$ cat config.mk
export PLATFORM = sky130hd
export DESIGN_NAME = event_toggle_capture
export DESIGN_NICKNAME = d
export VERILOG_FILES = /design/src/rtl/cms_pix28_package.sv /design/src/rtl/evt_sync_fifo.sv /design/src/rtl/event_toggle_capture.sv
export SDC_FILE = /design/constraint.sdc
export NUM_CORES = 1
export LEC_CHECK = 0
export ABC_AREA = 0
export CELL_PAD_IN_SITES_DETAIL_PLACEMENT = 0
export CELL_PAD_IN_SITES_GLOBAL_PLACEMENT = 1
export CORE_MARGIN = 2
export CORE_UTILIZATION = 56
export DETAILED_ROUTE_END_ITERATION = 10
export PLACE_DENSITY_LB_ADDON = 0.2
export SETUP_SLACK_MARGIN = 0.2
export SYNTH_ARGS = -nofsm -noshare
export SYNTH_HDL_FRONTEND = slang
export SYNTH_HIERARCHICAL = 1
export SYNTH_SLANG_ARGS = --single-unit
$ cat constraint.sdc
create_clock -name fw_pl_clk1 -period 5.74 [get_ports fw_pl_clk1]
set_clock_uncertainty 0.05 [all_clocks]
set_input_delay 0.861 -clock fw_pl_clk1 [delete_from_list [all_inputs] [get_ports fw_pl_clk1]]
set_output_delay 0.861 -clock fw_pl_clk1 [all_outputs]
set_load 0.01 [all_outputs]
$ cat src/rtl/cms_pix28_package.sv
// -----------------------------------------------------------------------------
// cms_pix28_package
// Shared types and default constants for the event-toggle capture block.
//   evt_state_t  : capture FSM states (idle / one-cycle arm / run)
//   evt_record_t : FIFO record layout {up, dn, ts} at the default TS width
//   *_DEF        : default values for TS_WIDTH, CNT_WIDTH, FIFO_DEPTH
// -----------------------------------------------------------------------------
package cms_pix28_package;

   localparam int TS_WIDTH_DEF   = 16;
   localparam int CNT_WIDTH_DEF  = 16;
   localparam int FIFO_DEPTH_DEF = 16;

   typedef enum logic [1:0] {
      EVT_IDLE = 2'd0,
      EVT_ARM  = 2'd1,
      EVT_RUN  = 2'd2
   } evt_state_t;

   typedef struct packed {
      logic                    up;
      logic                    dn;
      logic [TS_WIDTH_DEF-1:0] ts;
   } evt_record_t;

endpackage

$ cat src/rtl/evt_sync_fifo.sv
// -----------------------------------------------------------------------------
// evt_sync_fifo
// First-word-fall-through synchronous FIFO. The head word is presented on
// rd_data whenever the FIFO is not empty (zero while empty).
// Ports:
//   clk, rst_n         : clock, asynchronous active-low reset
//   clr                : synchronous flush (pointers to zero), beats wr/rd
//   wr_en, wr_data     : push request and data
//   rd_en              : pop request (ignored while empty)
//   rd_data            : head word
//   empty, full, level : status, level = occupancy
//   wr_drop            : push refused because full with no pop this cycle
// -----------------------------------------------------------------------------
module evt_sync_fifo #(
   parameter int DATA_W = 18,
   parameter int DEPTH  = 16
) (
   input  logic                     clk,
   input  logic                     rst_n,
   input  logic                     clr,
   input  logic                     wr_en,
   input  logic [DATA_W-1:0]        wr_data,
   input  logic                     rd_en,
   output logic [DATA_W-1:0]        rd_data,
   output logic                     empty,
   output logic                     full,
   output logic [$clog2(DEPTH):0]   level,
   output logic                     wr_drop
);
   localparam int AW = $clog2(DEPTH);

   logic [DATA_W-1:0] mem [DEPTH];
   logic [AW:0]       wr_ptr_q;
   logic [AW:0]       rd_ptr_q;
   logic              rd_ok;
   logic              wr_ok;

   // Pointers carry one extra MSB so full and empty are distinguishable.
   assign level = wr_ptr_q - rd_ptr_q;
   assign empty = (level == '0);
   assign full  = (level == (AW + 1)'(DEPTH));

   // A pop frees a slot in the same cycle, so a push into a full FIFO
   // is still accepted when it coincides with a pop.
   assign rd_ok   = rd_en & ~empty;
   assign wr_ok   = wr_en & (~full | rd_ok);
   assign wr_drop = wr_en & ~wr_ok & ~clr;

   assign rd_data = empty ? '0 : mem[rd_ptr_q[AW-1:0]];

   always_ff @(posedge clk or negedge rst_n) begin
      if (!rst_n) begin
         wr_ptr_q <= '0;
         rd_ptr_q <= '0;
      end else if (clr) begin
         wr_ptr_q <= '0;
         rd_ptr_q <= '0;
      end else begin
         if (wr_ok) wr_ptr_q <= wr_ptr_q + 1'b1;
         if (rd_ok) rd_ptr_q <= rd_ptr_q + 1'b1;
      end
   end

   // Storage is not reset; rd_data is masked while empty instead.
   always_ff @(posedge clk) begin
      if (wr_ok && !clr) mem[wr_ptr_q[AW-1:0]] <= wr_data;
   end

endmodule

$ cat src/rtl/event_toggle_capture.sv
// -----------------------------------------------------------------------------
// event_toggle_capture
// Counts and time-stamps DUT events arriving as level toggles on the up/dn
// event lines of the active firmware slot. Every level change is one event.
// Records {up, dn, ts} go into a FWFT FIFO drained by the readout logic.
//
// Build option: define CMS_PIX28_EVENT_GLITCH_FILTER_EN to insert a 2-cycle
// stability filter on each toggle line (single-cycle pulses ignored, event
// latency N+2 instead of N+1).
//
// Ports:
//   fw_pl_clk1      : fabric clock
//   fw_rst_n        : asynchronous active-low reset
//   enable          : capture enable (level)
//   clear           : 1-cycle synchronous clear of counters, ts, FIFO, overflow
//   up/dn_event_toggle : registered toggle lines
//   up_count/dn_count  : saturating event counters
//   fifo_rd_en      : pop request
//   fifo_rd_data    : FIFO head {up, dn, ts}
//   fifo_empty/full/level : FIFO status
//   overflow        : sticky, a record was dropped on a full FIFO
// -----------------------------------------------------------------------------
module event_toggle_capture
   import cms_pix28_package::*;
#(
   parameter int TS_WIDTH   = TS_WIDTH_DEF,
   parameter int CNT_WIDTH  = CNT_WIDTH_DEF,
   parameter int FIFO_DEPTH = FIFO_DEPTH_DEF
) (
   input  logic                          fw_pl_clk1,
   input  logic                          fw_rst_n,
   input  logic                          enable,
   input  logic                          clear,
   input  logic                          up_event_toggle,
   input  logic                          dn_event_toggle,
   output logic [CNT_WIDTH-1:0]          up_count,
   output logic [CNT_WIDTH-1:0]          dn_count,
   input  logic                          fifo_rd_en,
   output logic [TS_WIDTH+1:0]           fifo_rd_data,
   output logic                          fifo_empty,
   output logic                          fifo_full,
   output logic [$clog2(FIFO_DEPTH):0]   fifo_level,
   output logic                          overflow
);
   localparam int REC_W = TS_WIDTH + 2;

   evt_state_t           state_q;
   evt_state_t           state_d;
   logic                 arm_load;
   logic                 run_det;
   logic                 up_lvl;
   logic                 dn_lvl;
   logic                 prev_up_q;
   logic                 prev_dn_q;
   logic                 ev_up;
   logic                 ev_dn;
   logic [TS_WIDTH-1:0]  ts_q;
   logic [CNT_WIDTH-1:0] up_cnt_q;
   logic [CNT_WIDTH-1:0] dn_cnt_q;
   logic                 fifo_wr_en;
   logic                 fifo_drop;
   logic [REC_W-1:0]     rec_data;
   logic                 ovf_q;

   function automatic logic [CNT_WIDTH-1:0] sat_inc(input logic [CNT_WIDTH-1:0] v,
                                                    input logic              inc);
      return (inc && (v != '1)) ? v + 1'b1 : v;
   endfunction

`ifdef CMS_PIX28_EVENT_GLITCH_FILTER_EN
   // A new level is accepted once it was seen in the previous cycle and is
   // still present now; otherwise the last accepted level is held.
   logic up_s1_q;
   logic dn_s1_q;
   logic up_filt_q;
   logic dn_filt_q;

   assign up_lvl = (up_event_toggle == up_s1_q) ? up_event_toggle : up_filt_q;
   assign dn_lvl = (dn_event_toggle == dn_s1_q) ? dn_event_toggle : dn_filt_q;

   always_ff @(posedge fw_pl_clk1 or negedge fw_rst_n) begin
      if (!fw_rst_n) begin
         up_s1_q   <= 1'b0;
         dn_s1_q   <= 1'b0;
         up_filt_q <= 1'b0;
         dn_filt_q <= 1'b0;
      end else begin
         up_s1_q   <= up_event_toggle;
         dn_s1_q   <= dn_event_toggle;
         up_filt_q <= up_lvl;
         dn_filt_q <= dn_lvl;
      end
   end
`else
   assign up_lvl = up_event_toggle;
   assign dn_lvl = dn_event_toggle;
`endif

   // FSM state register
   always_ff @(posedge fw_pl_clk1 or negedge fw_rst_n) begin
      if (!fw_rst_n) state_q <= EVT_IDLE;
      else           state_q <= state_d;
   end

   // FSM next state; clear restarts through ARM so prev is reloaded
   always_comb begin
      state_d = state_q;
      if (clear) begin
         state_d = enable ? EVT_ARM : EVT_IDLE;
      end else begin
         case (state_q)
            EVT_IDLE: if (enable) state_d = EVT_ARM;
            EVT_ARM:  state_d = enable ? EVT_RUN : EVT_IDLE;
            EVT_RUN:  if (!enable) state_d = EVT_IDLE;
            default:  state_d = EVT_IDLE;
         endcase
      end
   end

   // FSM outputs
   always_comb begin
      arm_load = 1'b0;
      run_det  = 1'b0;
      case (state_q)
         EVT_ARM: arm_load = 1'b1;
         EVT_RUN: run_det  = 1'b1;
         default: ;
      endcase
   end

   assign ev_up = run_det & (up_lvl ^ prev_up_q);
   assign ev_dn = run_det & (dn_lvl ^ prev_dn_q);

   // Events coinciding with clear are discarded.
   assign fifo_wr_en = (ev_up | ev_dn) & ~clear;
   assign rec_data   = {ev_up, ev_dn, ts_q};

   always_ff @(posedge fw_pl_clk1 or negedge fw_rst_n) begin
      if (!fw_rst_n) begin
         prev_up_q <= 1'b0;
         prev_dn_q <= 1'b0;
         ts_q      <= '0;
         up_cnt_q  <= '0;
         dn_cnt_q  <= '0;
      end else if (clear) begin
         ts_q     <= '0;
         up_cnt_q <= '0;
         dn_cnt_q <= '0;
      end else if (arm_load) begin
         // Seed prev from the current level so arming never looks like an edge.
         prev_up_q <= up_lvl;
         prev_dn_q <= dn_lvl;
         ts_q      <= '0;
      end else if (run_det) begin
         prev_up_q <= up_lvl;
         prev_dn_q <= dn_lvl;
         ts_q      <= ts_q + 1'b1;
         up_cnt_q  <= sat_inc(up_cnt_q, ev_up);
         dn_cnt_q  <= sat_inc(dn_cnt_q, ev_dn);
      end
   end

   always_ff @(posedge fw_pl_clk1 or negedge fw_rst_n) begin
      if (!fw_rst_n)      ovf_q <= 1'b0;
      else if (clear)     ovf_q <= 1'b0;
      else if (fifo_drop) ovf_q <= 1'b1;
   end

   evt_sync_fifo #(
      .DATA_W (REC_W),
      .DEPTH  (FIFO_DEPTH)
   ) u_fifo (
      .clk     (fw_pl_clk1),
      .rst_n   (fw_rst_n),
      .clr     (clear),
      .wr_en   (fifo_wr_en),
      .wr_data (rec_data),
      .rd_en   (fifo_rd_en),
      .rd_data (fifo_rd_data),
      .empty   (fifo_empty),
      .full    (fifo_full),
      .level   (fifo_level),
      .wr_drop (fifo_drop)
   );

   assign up_count = up_cnt_q;
   assign dn_count = dn_cnt_q;
   assign overflow = ovf_q;

endmodule

### Word-level counts from Yosys, hierarchy flattened

Memories as Yosys holds them, arrays and structs flattened.
Cells that the tools add are included.

| operators by class | value |
|---|---|
| add/subtract/negate cells | 6 |
| eq/ne operators | 8 |
| multiplexer cells | 32 |
| bitwise gates (word level) | 15 |
| reduce and logical (&&, ||, !) cells | 18 |

Operator list:

| cell | count |
|---|---|
| $mux 16 | 11 |
| $add 16x1->16 const B | 3 |
| $ne 16x16->1 const B | 2 |
| $mux 5 | 4 |
| $mux 18 | 1 |
| $reduce_bool 2->1 | 7 |
| $mux 1 | 11 |
| $add 5x1->5 const B | 2 |
| $mux 2 | 4 |
| $and 1x1->1 | 7 |
| $ne 3x3->1 const B | 2 |
| $pmux 2 s3 | 1 |
| $reduce_and 3->1 | 2 |
| $eq 5x5->1 const B | 1 |
| $logic_not 5->1 | 1 |
| $sub 5x5->5 | 1 |
| $not 1->1 | 4 |
| $reduce_and 2->1 | 2 |
| $logic_and 1x1->1 | 3 |
| $reduce_bool 3->1 | 1 |
| $eq 2x1->1 const B | 1 |
| $eq 2x2->1 const B | 1 |
| $logic_not 2->1 | 1 |
| $ne 2x2->1 const B | 1 |
| other kinds (3) | 5 |

| word-level totals | value |
|---|---|
| flip-flop bits (word level) | 63 |
| memory bits (writable) | 288 |
| bits of input ports | 7 |
| output and inout bits | 58 |
| word-level logic and storage cells | 89 |
| memories | 1 |

Memory list:

| name | depth | width | read ports | clocked after Yosys merged registers in | wr ports | RTL line | source |
|---|---|---|---|---|---|---|---|
| u_fifo.mem | 16 | 18 | 1 | 0 | 1 | evt_sync_fifo.sv:32 | `logic [DATA_W-1:0] mem [DEPTH];` |

### Longest topological paths before layout

| depth | value |
|---|---|
| word-level depth | 11 |
| gate-level depth with buffers | 11 |
| gate-level depth less buffers | 10 |

### Cells and area by module

Netlist, hierarchy kept.

Modules (own cells, without submodules):

| module | times used | cells each | area an instance (um^2) | seq. area each (um^2) |
|---|---|---|---|---|
| evt_sync_fifo | 1 | 588 | 11903.9 | 8898.5 |
| event_toggle_capture | 1 | 309 | 2914.0 | 1326.3 |

### Worst setup path before layout

No wires, ideal clock.

| timing path | value |
|---|---|
| path type | input port to flip-flop |
| start | input up_event_toggle |
| end | memory u_fifo.mem[0][0] (enable) |
| setup time | 0.416 ns |
| arrival time | 3.573 ns |
| required time | 5.274 ns |
| slack | 1.701 ns |
| stages | 7 |
| buffers on the path | 0 |
| cells stage by stage | xor2_1 and2_1 o21a_1 inv_1 nor2_1 nand3b_1 nor3_1 |

| between the ends | value |
|---|---|
| cells in the longest elaborated chain, start to end | 8 |

Ends and longest elaborated chain:

| item | RTL line | source |
|---|---|---|
| from (decl) | event_toggle_capture.sv:34 | `input logic up_event_toggle,` |
| $xor 1x1->1 | event_toggle_capture.sv:131 | `assign ev_up = run_det & (up_lvl ^ prev_up_q);` |
| $and 1x1->1 | event_toggle_capture.sv:131 |  |
| via ev_up | event_toggle_capture.sv:55 | `logic ev_up;` |
| $or 1x1->1 | event_toggle_capture.sv:135 | `assign fifo_wr_en = (ev_up \| ev_dn) & ~clear;` |
| $and 1x1->1 | event_toggle_capture.sv:135 |  |
| via fifo_wr_en | event_toggle_capture.sv:60 | `logic fifo_wr_en;` |
| $and 1x1->1 | evt_sync_fifo.sv:46 | `assign wr_ok = wr_en & (~full \| rd_ok);` |
| $logic_and 1x1->1 | evt_sync_fifo.sv:66 | `if (wr_ok && !clr) mem[wr_ptr_q[AW-1:0]] <= wr_data;` |
| $mux 1 | evt_sync_fifo.sv:66 |  |
| $mux 1 (not written as such) | evt_sync_fifo.sv:66 |  |
| to (decl) | evt_sync_fifo.sv:32 |  |

The timed path passes the listed nets, and every way through them passes these cells.

### Worst setup path after layout

| timing path | value |
|---|---|
| start | register u_fifo.rd_ptr_q[1] |
| end | output fifo_rd_data[17] |

| between the ends | value |
|---|---|
| cells in the longest elaborated chain, start to end | 3 |
| elaborated cells on any way between the ends | 4 |
| those cells by class | add/sub: 1; mux: 1; reduce/logical: 1; memory: 1 |

Ends and longest elaborated chain:

| item | RTL line | source |
|---|---|---|
| from (decl) | evt_sync_fifo.sv:34 | `logic [AW:0] rd_ptr_q;` |
| from (signal assigned) | evt_sync_fifo.sv:60 | `if (rd_ok) rd_ptr_q <= rd_ptr_q + 1'b1;` |
| $sub 5x5->5 | evt_sync_fifo.sv:39 | `assign level = wr_ptr_q - rd_ptr_q;` |
| $logic_not 5->1 | evt_sync_fifo.sv:40 | `assign empty = (level == '0);` |
| $mux 18 (*) | evt_sync_fifo.sv:49 | `assign rd_data = empty ? '0 : mem[rd_ptr_q[AW-1:0]];` |
| to (decl) | event_toggle_capture.sv:39 | `output logic [TS_WIDTH+1:0] fifo_rd_data,` |

Mark *: on every way between the ends. The rest lies on a longest branch, timed or not.

==> impl_metrics.csv <==
group,metric,value,unit
synth,synth-compound-area-share,5.34,%
clock_tree,clock_sinks,351,
worst_setup_path,reg2reg_setup_slack,1890,ps
drt,drt-initial-drc-count,806,
timing,finalCritPeriodShare,86.7,%
synth,synthMuxAreaShare,12.7,%
floorplanning,io_pins,65,
worst_setup_path,worstSetupStartpoint,"u_fifo/rd_ptr_q[1]",
status,status,"finished clean",
synth,synth_edf_count,288,
synth,synth.top_cells.by_area,"edfxtp_1 (58%), mux4_2 (11%), dfrtp_1 (11%), nand2_1 (1.6%), mux2i_1 (1.4%)",
timing,final.setup.tns,0,ps
timing,slew_viol_final,0,
synth,syn_area,14800,um2
global_routing,grt_pass1_vias,8748,
synth,syn-mean-instance-area,16.5,um2
floorplanning,chipWidth,167,um
clock_tree,clk_pin_slew,60,ps
layout,fin_nets,1005,
layout,diodes,0,
worst_setup_path,r2r-start,"u_fifo/rd_ptr_q[1]",
clock_tree,cts_made_buffers,37,
power_and_ir_drop,peakVddDrop,0.279,mV
synth,synth_nets,920,
worst_setup_path,arrival,4060,ps
clock_tree,htree_levels,2,
floorplanning,start_util,57.0,%
placement,globalplace.congestion,0.790,
timing,period_minus_slack,4970,ps
drt,drtAntennaViolNets,0,
worst_hold_path,min_path_type,"register to register",
power_and_ir_drop,leakage,5.86,nW
drt,routed_wl,32500,um
global_routing,grt_overflow,0,
timing,setup_ws,765,ps
worst_setup_path,path_max_fanout,26,
placement,place_ws,1320,ps
drt,drc_errors,0,
drt,viasPerCell,6.34,
floorplanning,die_area,27800,um2
clock_tree,cts-root-buf,"clkbuf_16",
synth,ys_async_sr_fraction,17.9,%
synth,yosys_warnings,6,
clock_tree,ctsResizeCount,0,
layout,drive_gt1_share,18.2,%
synth,synth_cell_types,55,
drt,routedWlPerCell,24.2,um
placement,dp.cells,1277,
placement,postPlaceCellArea,15900,um2
clock_tree,cts_setup_buffers,0,
layout,syn2layout_area_growth,15.7,%
timing,hold_violations,0,
power_and_ir_drop,power.density,384,nW/um2
global_routing,grt_antenna_before_repair,0,
worst_setup_path,crit_type,"register to output pin",
placement,port_buffers,64,
worst_setup_path,endpoint,"fifo_rd_data[17]",
drt,vias,8528,
worst_setup_path,critPathLaunchType,"register",
flow_run,cap_violations,0,
timing,worst_slew_pin_slew,993,ps
synth,synthSimpleGateAreaFrac,8.77,%
clock_tree,hold_buffers,0,
worst_setup_path,slowest_stage,"fa_1",
clock_tree,cts_buffer_depth,3,
layout,design_area,17100,um2
clock_tree,insertion_delay,510,ps
clock_tree,cts_tree,"done",
synth,synthCells,897,
placement,hpwl,19300,um
floorplanning,die_h,167,um
worst_setup_path,worstPathRequired,4830,ps
synth,ys_seq_elements,351,
timing,relSlewSlack,33.8,%
synth,synth_top_family_by_area,"multiplexers",
worst_setup_path,worst_setup_path_end_kind,"output pin",
floorplanning,core,26000,um2
timing,setup_viol,0,
synth,synth_top_area_share,58.4,%
floorplanning,rows,59,
layout,postLayoutCoreUtil,66.0,%
global_routing,grt_usage,23.9,%
worst_setup_path,path_cells,"clkinv_1 > fa_1 > xor2_1 > a211o_1 > a2bb2oi_2 > buf_4 > a211oi_1 > clkdlybuf4s50_1",
worst_setup_path,r2r_end,"u_fifo/mem[14][17]",
drt,drtPass1Iterations,5,
synth,synth_fa_ha_area_share,1.40,%
timing,rsz0062_at_grt,"no",
global_routing,grt_max_degree,64,
worst_setup_path,critPathMaxStageDelay,690,ps
timing,max_freq,0.201,GHz
synth,synth_xor_area_share,0.887,%
synth,ys.flop_type,"edfxtp_1",
global_routing,grt_pass1_wl,51000,um
synth,synth_area_leader_cell,"edfxtp_1",
layout,layout.cells.non_filler,1345,
synth,ys_seq_area_share,69.0,%
worst_setup_path,reg2regPathDepth,8,
==> cell families after synthesis <==
group	count (synthesis)
AOI/OAI and AO/OA	116
xor gates and xnor gates	15
adders and majority gates	16
buffers and inverters	63
DFF	351
muxes	98
and+or+nand+nor	238
==> worst max-delay path, delay by kind of cell, from the launching register on <==
kind,cells,cell delay (ps)
adders and majority gates,1,690
buffers and inverters,3,1440
DFF,1,350
xor gates and xnor gates,1,260
AOI/OAI and AO/OA,3,810
==> metrics by stage <==
stage / hold slack (ps) / power (W)
floorplan: 451 / 0.00373
global placement: 431 / 0.00423
detailed placement: 438 / 0.00425
CTS: 445 / 0.00665
global route: 495 / 0.00683
finish: 441 / 0.00659
==> how the worst min path moves through the flow <==
stage / startpoint / end / slack [ps] / cells past startpoint
floorplan: prev_dn_q / prev_dn_q / 450 / 1
global placement: overflow / overflow / 430 / 2
detailed placement: overflow / overflow / 440 / 2
CTS: overflow / overflow / 450 / 2
global route: prev_dn_q / prev_dn_q / 500 / 1
finish: overflow / overflow / 440 / 2
==> report_power, final <==
part	leakage (nW)	switching (W)	total (W)	internal, W
combinational	1.72	0.000679	0.00139	0.000706
clock	0.605	0.000912	0.00240	0.00149
sequential	3.54	0.0000556	0.00280	0.00275
==> synth_stat cells (6+ instances only) <==
| master | n |
|---|---|
| o21ai_0 | 13 |
| dfrtp_1 | 63 |
| nor2_1 | 37 |
| edfxtp_1 | 288 |
| inv_1 | 18 |
| a211oi_1 | 21 |
| mux2i_1 | 21 |
| a21oi_1 | 36 |
| xnor2_1 | 6 |
| mux4_2 | 72 |
| ha_1 | 15 |
| clkbuf_1 | 21 |
| or3_1 | 11 |
| o31ai_1 | 16 |
| nand4_1 | 17 |
| xor2_1 | 9 |
| and3_1 | 23 |
| or4_1 | 19 |
| o41ai_1 | 6 |
| nor2b_1 | 8 |
| nand2_1 | 63 |
| nor3_1 | 10 |
| buf_2 | 13 |
| nand3_1 | 14 |
==> registers in the layout (all words and copies together) (netlist names) <==
signal / count
u_fifo/mem: 288
dn_count: 16
ts_q: 16
up_count: 16
u_fifo/rd_ptr_q: 5
u_fifo/wr_ptr_q: 5
state_q: 2
overflow: 1
prev_dn_q: 1
prev_up_q: 1
==> area by class of cell <==
cell class / instances / area, um2
inverter: 20 / 75.1
clock inverter: 17 / 204
tap: 335 / 419
fill: 1816 / 8840
sequential: 351 / 10200
clock buffer: 50 / 1040
timing repair buffer: 89 / 818
multi-input combinational: 483 / 4360
==> metal layers <==
layer  routed length [um]  global-route usage (%)  up-vias
li1                     -                       -     3769
met1                13500                    33.3     4385
met2                16300                    40.5      321
met3                 1980                    3.09       53
met4                  724                    6.41        0
met5                    0                       0        -
==> cells in the final DEF, fill, tap and decap left out, types with 6 or more instances in the layout <==
master / count
nor3_1: 6
nor2_2: 8
xnor2_1: 6
or3_1: 11
mux2i_1: 21
clkdlybuf4s50_1: 62
nor2b_1: 8
nand4_1: 17
o31ai_1: 16
ha_1: 15
nor2_1: 29
edfxtp_1: 288
o21ai_0: 13
or4_1: 19
clkinv_1: 9
inv_1: 18
buf_4: 25
a21oi_1: 36
nand3_1: 14
xor2_1: 9
a211oi_1: 21
clkbuf_16: 39
dfrtp_1: 61
o41ai_1: 6
and3_1: 23
mux4_2: 72
nand2_1: 63
clkbuf_1: 9
Power figures use the tool's default switching activity.
